[config.mk]
export PLATFORM = sky130hd
export DESIGN_NAME = gate_check_sequencer
export DESIGN_NICKNAME = d
export VERILOG_FILES = /design/src/rtl/gate_check_pkg.sv /design/src/rtl/gate_check_sequencer.sv
export SDC_FILE = /design/constraint.sdc
export NUM_CORES = 1
export LEC_CHECK = 0
export CAP_MARGIN = 10
export CORE_MARGIN = 1
export CORE_UTILIZATION = 50
export CTS_BUF_LIST = sky130_fd_sc_hd__clkbuf_8
export CTS_CLUSTER_DIAMETER = 200
export CTS_CLUSTER_SIZE = 16
export DETAILED_ROUTE_END_ITERATION = 10
export PLACE_DENSITY_LB_ADDON = 0.08
export SLEW_MARGIN = 20
export SYNTH_ARGS = -nofsm -noshare
export SYNTH_HDL_FRONTEND = slang
export SYNTH_SLANG_ARGS = --single-unit
[constraint.sdc]
create_clock -name clk -period 1.97 [get_ports clk]
set_input_delay 0.591 -clock clk [delete_from_list [all_inputs] [get_ports clk]]
set_output_delay 0.591 -clock clk [all_outputs]
set_load 0.02 [all_outputs]
[src/rtl/gate_check_pkg.sv]
// gate_check_pkg: shared state encoding and truth-table constants for the gate self-test
package gate_check_pkg;
  typedef enum logic [1:0] {IDLE, DRIVE, DONE} state_t;
  localparam logic [3:0] TT_AND  = 4'b1000;
  localparam logic [3:0] TT_OR   = 4'b1110;
  localparam logic [3:0] TT_NAND = 4'b0111;
  localparam logic [3:0] TT_NOR  = 4'b0001;
  localparam logic [3:0] TT_XOR  = 4'b0110;
  localparam int SETTLE_W = 4;
endpackage

[src/rtl/gate_check_sequencer.sv]
// gate_check_sequencer: walks {a,b} through 00..11, samples y after SETTLE cycles, reports mismatches
module gate_check_sequencer
  import gate_check_pkg::*;
#(
  parameter logic [3:0] TRUTH  = TT_NAND,
  parameter int         SETTLE = 2
) (
  input  logic       clk,
  input  logic       rst,
  input  logic       start,
  input  logic       y,
  output logic       a,
  output logic       b,
  output logic [1:0] vec_idx,
  output logic       busy,
  output logic       done,
  output logic       pass,
  output logic [3:0] fail_mask
);
  state_t state, state_n;
  logic [SETTLE_W-1:0] count;
  logic last;
  logic [3:0] mask_n;
  assign last = count == SETTLE_W'(SETTLE - 1);
  assign a = vec_idx[1];
  assign b = vec_idx[0];
  assign busy = state == DRIVE;
  assign done = state == DONE;
  always_comb begin
    mask_n = fail_mask;
    mask_n[vec_idx] = y != TRUTH[vec_idx];
    state_n = state == IDLE  ? (start ? DRIVE : IDLE) :
              state == DRIVE ? ((last && vec_idx == 2'd3) ? DONE : DRIVE) : IDLE;
  end
  // pass is resolved on the DONE entry edge so it already includes the final vector's bit
  always_ff @(posedge clk or posedge rst) begin
    if (rst) begin
      state <= IDLE;
      vec_idx <= '0;
      count <= '0;
      fail_mask <= '0;
      pass <= 1'b0;
    end else begin
      state <= state_n;
      if (state == IDLE && start) begin
        vec_idx <= '0;
        count <= '0;
        fail_mask <= '0;
        pass <= 1'b0;
      end else if (state == DRIVE) begin
        if (!last) count <= count + 1'b1;
        else begin
          fail_mask <= mask_n;
          count <= '0;
          if (vec_idx == 2'd3) pass <= ~|mask_n;
          else vec_idx <= vec_idx + 2'd1;
        end
      end
    end
  end
endmodule

==> impl_metrics.yaml, run 1 <==
outcome:
  outcome: "finished clean"
route:
  routed_wl_mm: 1.48
  final_antenna_net_count: 0
  drtPass1Iterations: 4
  dr_total_vias: 596
  vias_per_cell: 5.32
  wl_per_cell_um: 13.2
  drc: 0
  drt_iter0_markers: 15
worst_hold_path:
  hold_start: "fail_mask[0]"
  hp-class: "register to register"
  hold_path_depth: 2
clock_network:
  ctsRootBufferMaster: "clkbuf_8"
  path_clk_slew_ns: 0.06
  cts_buffers: 3
  clockBufferDepth: 2
  htree_levels: 1
  cts.sinks: 13
  clkLatencyLatePin_ns: 0.24
  cts_tree: "built"
floorplan:
  core.rowCount: 13
  die_x_um: 41.2
  num_io_pins: 15
  die_y_um: 41.2
  die_area_sq_mm: 0.00170
  coreArea_sq_mm: 0.00137
  initial_core_util_pct: 56.2
power_and_ir_drop:
  power_mw: 1.55
  p_sw_mw: 0.644
  seqPwrFrac_pct: 32.6
  ir_worst_vdd_mv: 0.853
  comb_power_share_pct: 52.5
  p_sw_share_pct: 41.5
  powerDensity_mw_per_mm2: 1560
  power.leakage_nw: 0.550
  power.internal_mw: 0.909
  p_clk_share_pct: 14.9
timing:
  fmax_ghz: 0.538
  setup_violations: 0
  timing.final.crit_share_pct: 94.3
  rsz0062_at_grt: "false"
  slew_violations: 0
  setup-tns-final_ns: 0
  timing.final.crit_period_ns: 1.86
  worstMarginPinSlew_ns: 0.484
  hold_viol: 0
  worst_slack_ns: 0.112
  clock_skew_ns: 0.00621
  whs_ns: 0.546
  slew_headroom_pct: 67.7
finish:
  diodes: 0
  mostFrequentLayoutCell: "dfrtp_1"
  nets: 109
  drive_gt1_share_pct: 10.3
  stdcell_area_sq_um: 992
  syn_to_final_growth_pct: 29.2
  final_cell_mix: "dfrtp_1, nand2_1, clkdlybuf4s50_1"
worst_setup_path:
  cp.arrival_ns: 1.27
  regToRegStartpoint: "count[1]"
  startpoint: "state[1]"
  worst_setup_path_start_kind: "register"
  path_class: "register to primary output"
  critical_path.max_fanout: 6
  reg2reg_depth: 5
  cp_data_required_time_ns: 1.38
  endpoint_kind: "primary output"
grt:
  grt_max_degree: 14
  grt_pass1_vias: 528
  grt-ovfl-total: 0
  antenna_found_initial: 0
  grt_pass1_wl_mm: 2.28
  track_usage_pct: 20.4
logic_synthesis:
  ys_seq_area_share_pct: 42.3
  synth.distinct_cells: 26
  synth_area_sq_um: 768
  ys_seq_elements: 13
  synth_nets: 89
  ys_top_cells_by_area: "dfrtp_1, ha_1, mux2i_1, nand2_1, nand3_1"
  yosys.area.top_type_share_pct: 42.3
  post_synth.cell_area_avg_sq_um: 9.85
  yosys_warnings: 0
  netlist_instances: 78
  yosysTopAreaCell: "dfrtp_1"
placement:
  place_hpwl_mm: 1.11
  dp_slack_ns: 0.0628
  place_area_sq_um: 938
  io_buffers: 14
  routabilityCongestion: 0.819
run:
  maxCapViolCount: 0
[power by group through the flow]
| stage | sequential (mW) | clock, mW | combinational (mW) |
|---|---|---|---|
| final | 0.506 | 0.232 | 0.815 |
| after CTS | 0.507 | 0.241 | 0.829 |
| after floorplan | 0.561 | 0 | 0.462 |
| after global placement | 0.507 | 0 | 0.819 |
| after detailed placement | 0.511 | 0 | 0.831 |
| after global routing | 0.527 | 0.249 | 0.908 |
[layout make-up]
class	count	area, sq um
clock inverter	1	5.00
tap	15	18.8
sequential	13	325
timing repair buffer	18	178
multi-input combinational	54	394
inverter	8	30.0
fill	114	374
clock buffer	3	41.3
[through the flow]
| stage | utilization, % | instances |
|---|---|---|
| after floorplan | - | 78 |
| after global placement | 68.7 | 108 |
| after detailed placement | 68.7 | 108 |
| after CTS | 71.9 | 112 |
| after global routing | 72.6 | 112 |
| final | 72.6 | 112 |
[layer usage]
| metal | global-route usage (%) | vias to the layer above | wire length [um] |
|---|---|---|---|
| li1 | - | 304 | - |
| met3 | 6.52 | 2 | 64 |
| met5 | 0 | - | 0 |
| met2 | 30.1 | 14 | 645 |
| met4 | 4.84 | 0 | 5 |
| met1 | 28.7 | 276 | 760 |
[critical path, stage by stage (launching register included)]
cell	delay (ns)
dfrtp_1	0.42
nand2b_1	0.20
clkinv_1	0.08
dlygate4sd2_1	0.33
[state kept, by name (all words and copies together), names as in the netlist]
| signal | flops |
|---|---|
| count | 4 |
| state | 2 |
| pass | 1 |
| vec_idx | 2 |
| fail_mask | 4 |
[worst paths after layout]
path,slack [ns],to
max in group asynchronous,0.97,state[0]
setup / recovery,0.11,busy
hold reg to reg,0.55,fail_mask[0]
setup reg to reg,0.29,vec_idx[1]
hold / removal,0.55,fail_mask[0]
min in group asynchronous,0.66,count[1]
[cell usage after synthesis]
library cell / number
nand3_1: 6
nand2_1: 11
a2111o_1: 1
a41o_1: 1
nand4_1: 1
clkbuf_1: 1
nor3b_2: 1
mux2i_1: 6
dfrtp_1: 13
or3b_1: 1
o21bai_1: 1
nor2_1: 2
xor2_1: 1
o311a_1: 1
nand2b_1: 1
o31ai_1: 1
o311ai_0: 1
a31oi_1: 1
o21ai_0: 4
buf_4: 2
o211ai_1: 1
inv_1: 7
nor2b_1: 4
clkinv_1: 1
or3b_4: 1
ha_1: 7
[logic make-up (layout without fill, tap and decap cells)]
group | count (synthesis) | after routing | share of synthesized area (%)
AO/OA/AOI/OAI | 12 | 12 | 11.6
XOR/XNOR | 1 | 1 | 1.14
adder cells (fa/ha/maj) | 7 | 7 | 11.4
buffers and inverters | 11 | 30 | 6.35
flip-flops | 13 | 13 | 42.3
multiplexers | 6 | 6 | 7.82
AND/OR/NAND/NOR | 28 | 28 | 19.4
[what timing repair did]
action                     4_1_cts  5_1_grt
gates resized for setup          2        4
gates cloned                     0        0
hold buffers                     0        0
setup endpoints to repair        2        4
hold endpoints to repair         0        0
setup buffers                    0        0
(Power assumes the default switching activity.)
==> run 2, diff against run 1 <==
--- a/config.mk
+++ b/config.mk
@@ -5,13 +5,14 @@
 export SDC_FILE = /design/constraint.sdc
 export NUM_CORES = 1
 export LEC_CHECK = 0
-export CAP_MARGIN = 10
+export CAP_MARGIN = 5
 export CORE_MARGIN = 1
 export CORE_UTILIZATION = 50
 export CTS_BUF_LIST = sky130_fd_sc_hd__clkbuf_8
 export CTS_CLUSTER_DIAMETER = 200
 export CTS_CLUSTER_SIZE = 16
 export DETAILED_ROUTE_END_ITERATION = 10
+export HOLD_SLACK_MARGIN = 0.03
 export PLACE_DENSITY_LB_ADDON = 0.08
 export SLEW_MARGIN = 20
 export SYNTH_ARGS = -nofsm -noshare
==> constraint.sdc (replaced) <==
create_clock -name clk -period 2.1 [get_ports clk]
set_input_delay 0.63 -clock clk [delete_from_list [all_inputs] [get_ports clk]]
set_output_delay 0.63 -clock clk [all_outputs]
set_load 0.02 [all_outputs]
==> impl_metrics.yaml, run 2 (synthesized netlist as in run 1, its figures left out) <==
worst_setup_path:
  critical_path.max_fanout: 8
  path_delay_family: "buffers and inverters"
  crit_chain: "clkdlybuf4s50_1"
  cp_data_required_time_ns: 1.47
  slowest_delay_ns: 0.65
  worst_setup_path_start_kind: "register"
  reg2reg_depth: 5
  crit_cells: 1
  endpoint_kind: "primary output"
  critPathBufInv: 1
  cp.arrival_ns: 1.36
  worst_path_max_delay_cell: "clkdlybuf4s50_1"
  path_class: "register to primary output"
timing:
  slew_headroom_pct: 67.4
  clock_skew_ns: 0.00307
  timing.final.crit_share_pct: 94.8
  timing.final.crit_period_ns: 1.99
  setup_violations: 0
  setup-tns-final_ns: 0
  fmax_ghz: 0.502
  worstMarginPinSlew_ns: 0.489
  hold_viol: 0
  worst_slack_ns: 0.109
  slew_violations: 0
  rsz0062_at_grt: "false"
placement:
  dp_slack_ns: 0.140
  routabilityCongestion: 0.765
  place_hpwl_mm: 1.19
  io_buffers: 14
floorplan:
  die_area_sq_mm: 0.00170
  core.rowCount: 13
  num_io_pins: 15
  initial_core_util_pct: 56.2
  die_y_um: 41.2
  die_x_um: 41.2
  coreArea_sq_mm: 0.00137
clock_network:
  clkLatencyLatePin_ns: 0.24
  cts_setup_buffers: 0
  path_clk_slew_ns: 0.06
  clockBufferDepth: 2
  cts_tree: "built"
  cts.sinks: 13
  cts_hold_buf: 0
  ctsResizeCount: 1
  cts_buffers: 3
  htree_levels: 1
  ctsRootBufferMaster: "clkbuf_8"
power_and_ir_drop:
  ir_worst_vdd_mv: 0.766
  power_mw: 1.48
  powerDensity_mw_per_mm2: 1510
  power.leakage_nw: 0.516
finish:
  drive_gt1_share_pct: 9.28
  reg.largest.list: "count x4, fail_mask x4"
  final_util_pct: 72.1
  syn_to_final_growth_pct: 28.2
  mostFrequentLayoutCell: "dfrtp_1"
  diodes: 0
  nets: 109
  final_cell_mix: "dfrtp_1, clkdlybuf4s50_1, nand2_1"
grt:
  track_usage_pct: 21.7
  grt_pass1_vias: 533
  grt_pass1_wl_mm: 2.34
  grt_max_degree: 14
  antenna_found_initial: 0
  grt-ovfl-total: 0
run:
  maxCapViolCount: 0
route:
  dr_total_vias: 624
  final_antenna_net_count: 0
  drt_iter0_markers: 10
  wl_per_cell_um: 14.3
  routed_wl_mm: 1.60
  vias_per_cell: 5.57
  drtPass1Iterations: 4
  drc: 0
worst_hold_path:
  hold_path_depth: 2
  hp-class: "register to register"
outcome:
  outcome: "finished clean"
run 2: cell types whose count changed in the layout (fill, tap and decap cells not counted):
cell,change
dlymetal6s2s_1,-3
clkdlybuf4s50_1,+4
inv_1,+1
clkinv_2,-1
dlygate4sd2_1,-1
run 2: cell type report:
| class | instances | area, sq um |
|---|---|---|
| inverters | 8 | 30.0 |
| flip-flops and latches | 13 | 325 |
| clock inverters | 1 | 3.75 |
| repair buffers | 18 | 171 |
| multi-input cells | 54 | 394 |
| fillers | 110 | 382 |
| well taps | 15 | 18.8 |
| clock buffers | 3 | 41.3 |
run 2: worst paths after layout:
| kind | startpoint | endpoint | slack (ns) |
|---|---|---|---|
| min in group asynchronous | rst | count[0] | 0.70 |
| max in group asynchronous | rst | vec_idx[1] | 1.06 |
| hold reg to reg | fail_mask[1] | fail_mask[1] | 0.54 |
| setup / recovery | vec_idx[0] | vec_idx[0] | 0.11 |
| hold / removal | fail_mask[1] | fail_mask[1] | 0.54 |
| setup reg to reg | count[1] | pass | 0.39 |
run 2: per-stage QoR:
stage	area [sq um]	hold WS (ns)	cells
3_3_place_gp	938	0.525	108
2_1_floorplan	768	0.497	78
5_1_grt	985	0.575	112
6_report	985	0.536	112
4_1_cts	982	0.544	112
3_5_place_dp	938	0.535	108
run 2: report_power, final:
group,internal [mW],switching [mW]
logic,0.375,0.412
clock network,0.129,0.0905
registers,0.355,0.120
run 2: metal layers:
layer,vias up,share of wire (%),routed length (um),track usage (%)
met5,-,0,0,0
met4,0,0,0,3.23
met3,0,4.3,69,7.07
met2,19,46,730,32.4
met1,302,50,800,31.1
li1,303,-,-,-
